===== config.mk =====
export PLATFORM = sky130hd
export DESIGN_NAME = seq_detector_param
export DESIGN_NICKNAME = d
export VERILOG_FILES = /design/src/rtl/seq_det_pkg.sv /design/src/rtl/seq_det_match_cnt.sv /design/src/rtl/seq_detector_param.sv
export SDC_FILE = /design/constraint.sdc
export NUM_CORES = 1
export LEC_CHECK = 0
export CAP_MARGIN = 10
export CORE_MARGIN = 5
export CORE_UTILIZATION = 50
export DETAILED_ROUTE_END_ITERATION = 8
export GPL_ROUTABILITY_DRIVEN = 0
export HOLD_SLACK_MARGIN = 0.03
export PLACE_DENSITY = 0.75
export REMOVE_ABC_BUFFERS = 1
export SLEW_MARGIN = 20
export SYNTH_ARGS = -nofsm -noshare
export SYNTH_HDL_FRONTEND = slang
export SYNTH_SLANG_ARGS = --single-unit

===== constraint.sdc =====
create_clock -name clk -period 3.1 [get_ports clk]
set_input_delay 0.62 -clock clk [delete_from_list [all_inputs] [get_ports clk]]
set_output_delay 0.62 -clock clk [all_outputs]
set_load 0.03 [all_outputs]

===== src/rtl/seq_det_pkg.sv =====
// Shared constants and helpers for the parametrised serial sequence detector.
// Optional match counter is enabled by defining SEQDET_MATCH_CNT_EN.
package seq_det_pkg;

    localparam logic SEQ_NONOVERLAP = 1'b0;
    localparam logic SEQ_OVERLAP    = 1'b1;

    // Width needed to hold any length from 0 to max_len inclusive.
    function automatic int calc_len_w(input int max_len);
        return $clog2(max_len + 1);
    endfunction

    function automatic int unsigned clamp_len(input int unsigned len, input int unsigned max_len);
        int unsigned res;
        if (len == 32'd0) begin
            res = 32'd1;
        end else if (len > max_len) begin
            res = max_len;
        end else begin
            res = len;
        end
        return res;
    endfunction

endpackage


===== src/rtl/seq_det_match_cnt.sv =====
// Saturating match counter with synchronous clear; instantiated only when
// SEQDET_MATCH_CNT_EN is defined.
module seq_det_match_cnt #(
    parameter int CNT_W = 8
) (
    input  logic             clk,
    input  logic             rst,
    input  logic             i_clr,
    input  logic             i_inc,
    output logic [CNT_W-1:0] o_cnt
);

    localparam logic [CNT_W-1:0] CNT_MAX = {CNT_W{1'b1}};

    logic [CNT_W-1:0] r_cnt;

    // Clear beats increment; increment stops at all-ones.
    always_ff @(posedge clk or negedge rst) begin
        if (!rst) begin
            r_cnt <= {CNT_W{1'b0}};
        end else if (i_clr) begin
            r_cnt <= {CNT_W{1'b0}};
        end else if (i_inc && (r_cnt != CNT_MAX)) begin
            r_cnt <= r_cnt + {{(CNT_W-1){1'b0}}, 1'b1};
        end else begin
            r_cnt <= r_cnt;
        end
    end

    assign o_cnt = r_cnt;

endmodule


===== src/rtl/seq_detector_param.sv =====
// Moore serial bit-sequence detector with runtime pattern, length and overlap mode.
// Define SEQDET_MATCH_CNT_EN to build the saturating match counter.
module seq_detector_param
    import seq_det_pkg::*;
#(
    parameter int MAX_LEN = 8,
    parameter int LEN_W   = calc_len_w(MAX_LEN),
    parameter int CNT_W   = 8
) (
    input  logic               clk,
    input  logic               rst,
    input  logic               i_en,
    input  logic               i_x,
    input  logic               i_load,
    input  logic [MAX_LEN-1:0] i_pattern,
    input  logic [LEN_W-1:0]   i_len,
    input  logic               i_overlap,
    input  logic               i_cnt_clr,
    output logic               o_y,
    output logic [CNT_W-1:0]   o_match_cnt
);

    localparam logic [LEN_W-1:0] MAX_FILL = LEN_W'(MAX_LEN);

    logic [MAX_LEN-1:0] r_cfg_pat;
    logic [LEN_W-1:0]   r_cfg_len;
    logic               r_cfg_ovl;
    logic [MAX_LEN-1:0] r_hist;
    logic [LEN_W-1:0]   r_fill;
    logic               r_y;

    logic [MAX_LEN-1:0] w_mask;
    logic [MAX_LEN-1:0] w_nhist;
    logic [LEN_W-1:0]   w_nfill;
    logic [LEN_W-1:0]   w_len_cap;
    logic               w_hit;

    // Low cfg_len bits of the window take part in the compare.
    always_comb begin
        w_mask = {MAX_LEN{1'b0}};
        for (int i = 0; i < MAX_LEN; i++) begin
            w_mask[i] = (LEN_W'(i) < r_cfg_len);
        end
    end

    generate
        if (MAX_LEN > 1) begin : g_shift
            assign w_nhist = {r_hist[MAX_LEN-2:0], i_x};
        end else begin : g_single
            assign w_nhist = i_x;
        end
    endgenerate

    assign w_nfill   = (r_fill == MAX_FILL) ? r_fill : (r_fill + {{(LEN_W-1){1'b0}}, 1'b1});
    assign w_hit     = (w_nfill >= r_cfg_len) && ((w_nhist & w_mask) == (r_cfg_pat & w_mask));
    assign w_len_cap = LEN_W'(clamp_len(32'(i_len), 32'(MAX_LEN)));

    // Config capture, history shift and registered detect pulse; load outranks en.
    always_ff @(posedge clk or negedge rst) begin
        if (!rst) begin
            r_cfg_pat <= {MAX_LEN{1'b0}};
            r_cfg_len <= MAX_FILL;
            r_cfg_ovl <= SEQ_NONOVERLAP;
            r_hist    <= {MAX_LEN{1'b0}};
            r_fill    <= {LEN_W{1'b0}};
            r_y       <= 1'b0;
        end else if (i_load) begin
            r_cfg_pat <= i_pattern;
            r_cfg_len <= w_len_cap;
            r_cfg_ovl <= i_overlap;
            r_fill    <= {LEN_W{1'b0}};
            r_y       <= 1'b0;
        end else if (i_en) begin
            r_hist <= w_nhist;
            r_y    <= w_hit;
            // Non-overlap restarts the fill so no bit of a match is reused.
            if (w_hit && (r_cfg_ovl == SEQ_NONOVERLAP)) begin
                r_fill <= {LEN_W{1'b0}};
            end else begin
                r_fill <= w_nfill;
            end
        end else begin
            r_y <= 1'b0;
        end
    end

    assign o_y = r_y;

`ifdef SEQDET_MATCH_CNT_EN
    logic w_cnt_inc;
    logic w_cnt_clr;

    assign w_cnt_inc = i_en & ~i_load & w_hit;
    assign w_cnt_clr = i_cnt_clr | i_load;

    seq_det_match_cnt #(
        .CNT_W (CNT_W)
    ) u_match_cnt (
        .clk   (clk),
        .rst   (rst),
        .i_clr (w_cnt_clr),
        .i_inc (w_cnt_inc),
        .o_cnt (o_match_cnt)
    );
`else
    logic w_unused_cnt_clr;

    assign w_unused_cnt_clr = i_cnt_clr;
    assign o_match_cnt      = {CNT_W{1'b0}};
`endif

endmodule

After elaboration in Yosys (flattened, before gate mapping). Cells that the tools add are included.

Order comparisons: 10. $add $sub $neg: 1. Eq/ne operators: 2. Reductions and logical operators: 5. Bitwise logic cells: 4. Muxes and demuxes: 8.

Operator list (number): 4-bit two-way mux (6); 8-bit AND (2); 3-bit by 4-bit < comparator with 1-bit output, first input constant (4); 8-bit == test (1); 1-bit by 4-bit < comparator with 1-bit output, first input constant (2); 2-bit by 4-bit < comparator with 1-bit output, first input constant (2); 4-bit by 1-bit adder with 4-bit output, second input constant (1); 4-bit == test, second input constant (1); 4-bit >= comparator (1); 4-bit greater-than comparator, second input constant (1); 4-bit zero test (1); 1-bit logical AND (2); 1-bit two-way mux (2); 1-bit inverter (2); 2-bit AND reduction (1); 2-bit nonzero test (1).

Bits in registers: 25. Output and inout bits: 9. Input port bits: 19. Logic and storage cells: 36.

Depth between registers and ports, before layout.
Word-level depth: 8. Gate-level depth with buffers: 11.

Worst setup path before layout. OpenSTA, ideal clock, no wires.

Kind: reg2reg. From: reg r_fill[0]. To: reg r_fill[0]. Clock period less this slack: 2.212 ns. Cell stages (with the launch flop): 12. Path buffers: 0. Library setup time: 0.101 ns. Setup slack: 0.888 ns. Data required time: 2.999 ns. Arrival time: 2.112 ns. Cell sequence: dfrtp_1 > inv_1 > ha_1 > nand2_1 > nor2_1 > xnor2_1 > ha_1 > nand2b_1 > a2111oi_0 > a21oi_1 > o2111a_2 > o32ai_1.

Longest elaborated chain between the ends: 8.

Ends and longest elaborated chain: from (decl) (RTL line seq_detector_param.sv:29) `logic [LEN_W-1:0] r_fill;`; from (signal assigned) (RTL line seq_detector_param.sv:65) `r_fill <= {LEN_W{1'b0}};`; from (signal assigned) (RTL line seq_detector_param.sv:71) `r_fill <= {LEN_W{1'b0}};`; from (signal assigned) (RTL line seq_detector_param.sv:78) `r_fill <= {LEN_W{1'b0}};`; 4-bit by 1-bit adder with 4-bit output or 4-bit == test (tied branches) (RTL line seq_detector_param.sv:54) `assign w_nfill = (r_fill == MAX_FILL) ? r_fill : (r_fill + {{(LEN_W-1){1'b0}}, 1'b1});`; 4-bit two-way mux (*) (RTL line seq_detector_param.sv:54); 4-bit >= comparator (RTL line seq_detector_param.sv:55) `assign w_hit = (w_nfill >= r_cfg_len) && ((w_nhist & w_mask) == (r_cfg_pat & w_mask));`; 1-bit logical AND (RTL line seq_detector_param.sv:55); 1-bit logical AND (RTL line seq_detector_param.sv:77) `if (w_hit && (r_cfg_ovl == SEQ_NONOVERLAP)) begin`; 4-bit two-way mux (*) (RTL line seq_detector_param.sv:77); 4-bit two-way mux (*) (RTL line seq_detector_param.sv:73) `end else if (i_en) begin`; 4-bit two-way mux (*) (RTL line seq_detector_param.sv:67) `end else if (i_load) begin`.

Mark *: on every way between the ends. The rest lies on a longest branch, timed or not. The select of a mux whose other input is x is not followed. A chain may end at the register's enable or synchronous reset.

Final worst setup path. Same ends and word-level chain as after synthesis.

==> run metrics <==
status finished, final reports clean; Inst Count DP roughly 170; area leader, netlist dfrtp_1; Mean Syn Cell Area approximately 11 µm²; Unique masters post-synth 35; crit share post-route roughly 87%; min Tclk post-route roughly 2.7 ns; slowest CP cell a2111oi_0; grt ovf 0; sequential power share between 50% and 60%; core area 2710 µm²; Max Cap Violations 0; Mapped Area between 1000 and 1500 µm²; Final Hold Viols 0; # H-tree levels 1; top cells by area, synth dfrtp_1 43%, mux2_2 14%, ha_1 5.4%; First-pass DRT Iterations 4; Final Setup Violations 0; nets@finish 170; Crit Path Class reg -> reg; pin count of the biggest net entering global routing 26; Static Leak 0.678 nW; most used routing layer met2; Area Overhead vs Synth 14.5%; DP Wirelength between 1500 and 2000 µm; ant diodes 0; antenna violations before repair 0; Slew Viols, Final 0; filler instances between 200 and 250; Die W 62.9 µm; CP startpoint kind flip-flop; Clk pin slew, worst setup/hold paths roughly 0.13 ns; area share of the largest cell type after synthesis 43.0%; sw power 0.244 mW; postcts setup bufs 0; area of the multi-input gates ~690 µm²; die area 3950 µm²; post-synthesis sequential area ratio 44.9%; Power, Total about 0.80 mW; number of cell rows 19; Peak supply drop ~0.35 mV; Crit. End Element flip-flop; Top FF cell, synth dfrtp_1; Worst-Skew Late Latency approximately 0.30 ns; CTS tree done; Gate power share ~28%; CP most frequent cell ha_1; worst-path cell chain inv_1 -> ha_1 -> nand2_1 -> nor2_1 -> xnor2_1 -> ha_1 -> nand2b_1 -> a2111oi_0 -> a21oi_1 -> o2111a_2 -> o32ai_1; clock root buffer clkbuf_4; Worst Skew between 0.001 and 0.0015 ns; Worst Hold Slack roughly 0.55 ns; FF/Latch Area approximately 630 µm²; Worst slew margin ~65%; Clock power frac between 10% and 20%; Hold WC Path Type reg -> reg; Tightest Pin Transition slightly above 0.5 ns; vias slightly above 900; Yosys warnings 0; First DRT Iteration DRCs 46; CTS max path bufs 2; Req. time, crit path around 3.3 ns; CTS Hold Bufs 0; Pwr Density roughly 500 nW/µm²; Async SR Flop Fraction between 90% and 100%; PortBufs 18; number of register bits inferred by synthesis 25; slowest stage delay, CP between 0.5 and 0.6 ns; GRT Overall Usage between 10% and 20%; crit path DAT a little under 3 ns; drt drc 0; FMAX roughly 370 MHz; Die Y 62.9 µm; Num CTS Buffers 3; share of cells above drive strength 1 between 10% and 20%; initial core utilization about half; routed vias/inst between 5 and 6; vias in the first global route 970; I/O pin count 28; clock sink count 25; post-route ant nets 0; count of cells resized by post-cts repair 0; most frequent cell after synthesis dfrtp_1; CP max FO 5; post-detailed-route wirelength per cell between 10 and 15 µm; fin cells between 150 and 200; M1 GR Usage around 16%; first-pass GRT wire length 4220 µm; Internal Pwr Total 0.557 mW; Post-Synthesis Cells between 100 and 150; synth cell count leaders 24 x dfrtp_1, 17 x mux2_2, 8 x buf_4, 8 x nor2_1; Post-synth EDFFs 0; grt met3 use between 1.5 and 2%; wirelength, routed roughly 2500 µm; Sw Ratio approximately 30%; RSZ-0062 raised after global routing no; met2 usage ~22%; TNS Setup 0 ns
placed cells by master (no fill, tap or decap), drive strengths merged, types with 2 or more instances in the layout:
cell,instances
dfrtp,24
buf,2
mux2,17
clkbuf,4
ha,6
o21ai,4
nor2,8
a2bb2oi,2
conb,8
nand2,5
o22ai,5
nand2b,3
xor2,3
inv,7
clkdlybuf4s50,18
a211oi,2
xnor2,7
o32ai,2
a21oi,4
state kept, by name, summed over array words and instances, names as in the netlist:
signal	cells
r_fill	4
r_cfg_ovl	1
r_hist	7
r_cfg_len	4
o_y	1
r_cfg_pat	8
power by group through the flow:
stage | clock (mW) | sequential (mW) | combinational, mW
2_1_floorplan | 0 | 0.429 | 0.162
3_3_place_gp | 0 | 0.439 | 0.217
3_5_place_dp | 0 | 0.442 | 0.227
4_1_cts | 0.147 | 0.435 | 0.228
5_1_grt | 0.158 | 0.443 | 0.251
6_report | 0.141 | 0.435 | 0.225
cell type report:
type,instances,area share (%)
Inverter,7,1.64
Multi-Input combinational cell,88,42.9
Sequential cell,25,39.2
Clock buffer,4,1.64
Tap cell,31,2.42
Timing Repair Buffer,20,12.2
cell families (layout without fill, tap and decap cells):
logic type,after synthesis,in the layout,share of synthesized area (%)
adder cells (fa/ha/maj),6,6,5.37
other,1,8,0.268
AO/OA/AOI/OAI,23,23,11.7
AND/OR/NAND/NOR,23,23,9.22
flip-flops,25,25,44.9
XOR/XNOR,10,10,6.27
buffers and inverters,19,31,7.88
multiplexers,18,18,14.4
worst max-delay path: cells and delay by family (launching register included):
kind            cells  cell delay (ns)
xor+xnor            1             0.29
flops               1             0.41
buf+inv             1             0.08
compound gates      4             1.04
fa+ha+maj           2             0.49
simple gates        3             0.27
stage by stage:
| stage | util, % | setup WS [ns] | area, µm² |
|---|---|---|---|
| global route | 59.0 | 0.123 | 1600 |
| floorplan | - | 0.887 | 1340 |
| CTS | 59.0 | 0.389 | 1600 |
| global placement | 58.1 | 0.615 | 1570 |
| detailed placement | 58.1 | 0.440 | 1570 |
| finish | 59.0 | 0.408 | 1600 |
path summary, 6_finish.rpt:
path                               from           end  slack, ns  cells past startpoint
hold reg to reg            r_cfg_pat[3]  r_cfg_pat[3]       0.55                      1
hold / removal             r_cfg_pat[3]  r_cfg_pat[3]       0.55                      1
setup reg to reg              r_fill[0]     r_fill[0]       0.41                     11
max in group asynchronous           rst  r_cfg_len[3]       2.16                      2
min in group asynchronous           rst  r_cfg_pat[7]       0.65                      2
setup / recovery              r_fill[0]     r_fill[0]       0.41                     11
layer usage:
layer / vias to the layer above / routed length (µm) / share of wire (%)
met3: 4 / 90 / 3.7
met2: 18 / 1260 / 51
met1: 453 / 1070 / 44
met5: - / 0 / 0
met4: 0 / 34 / 1.4
li1: 460 / - / -
Power figures use the tool's default switching activity.
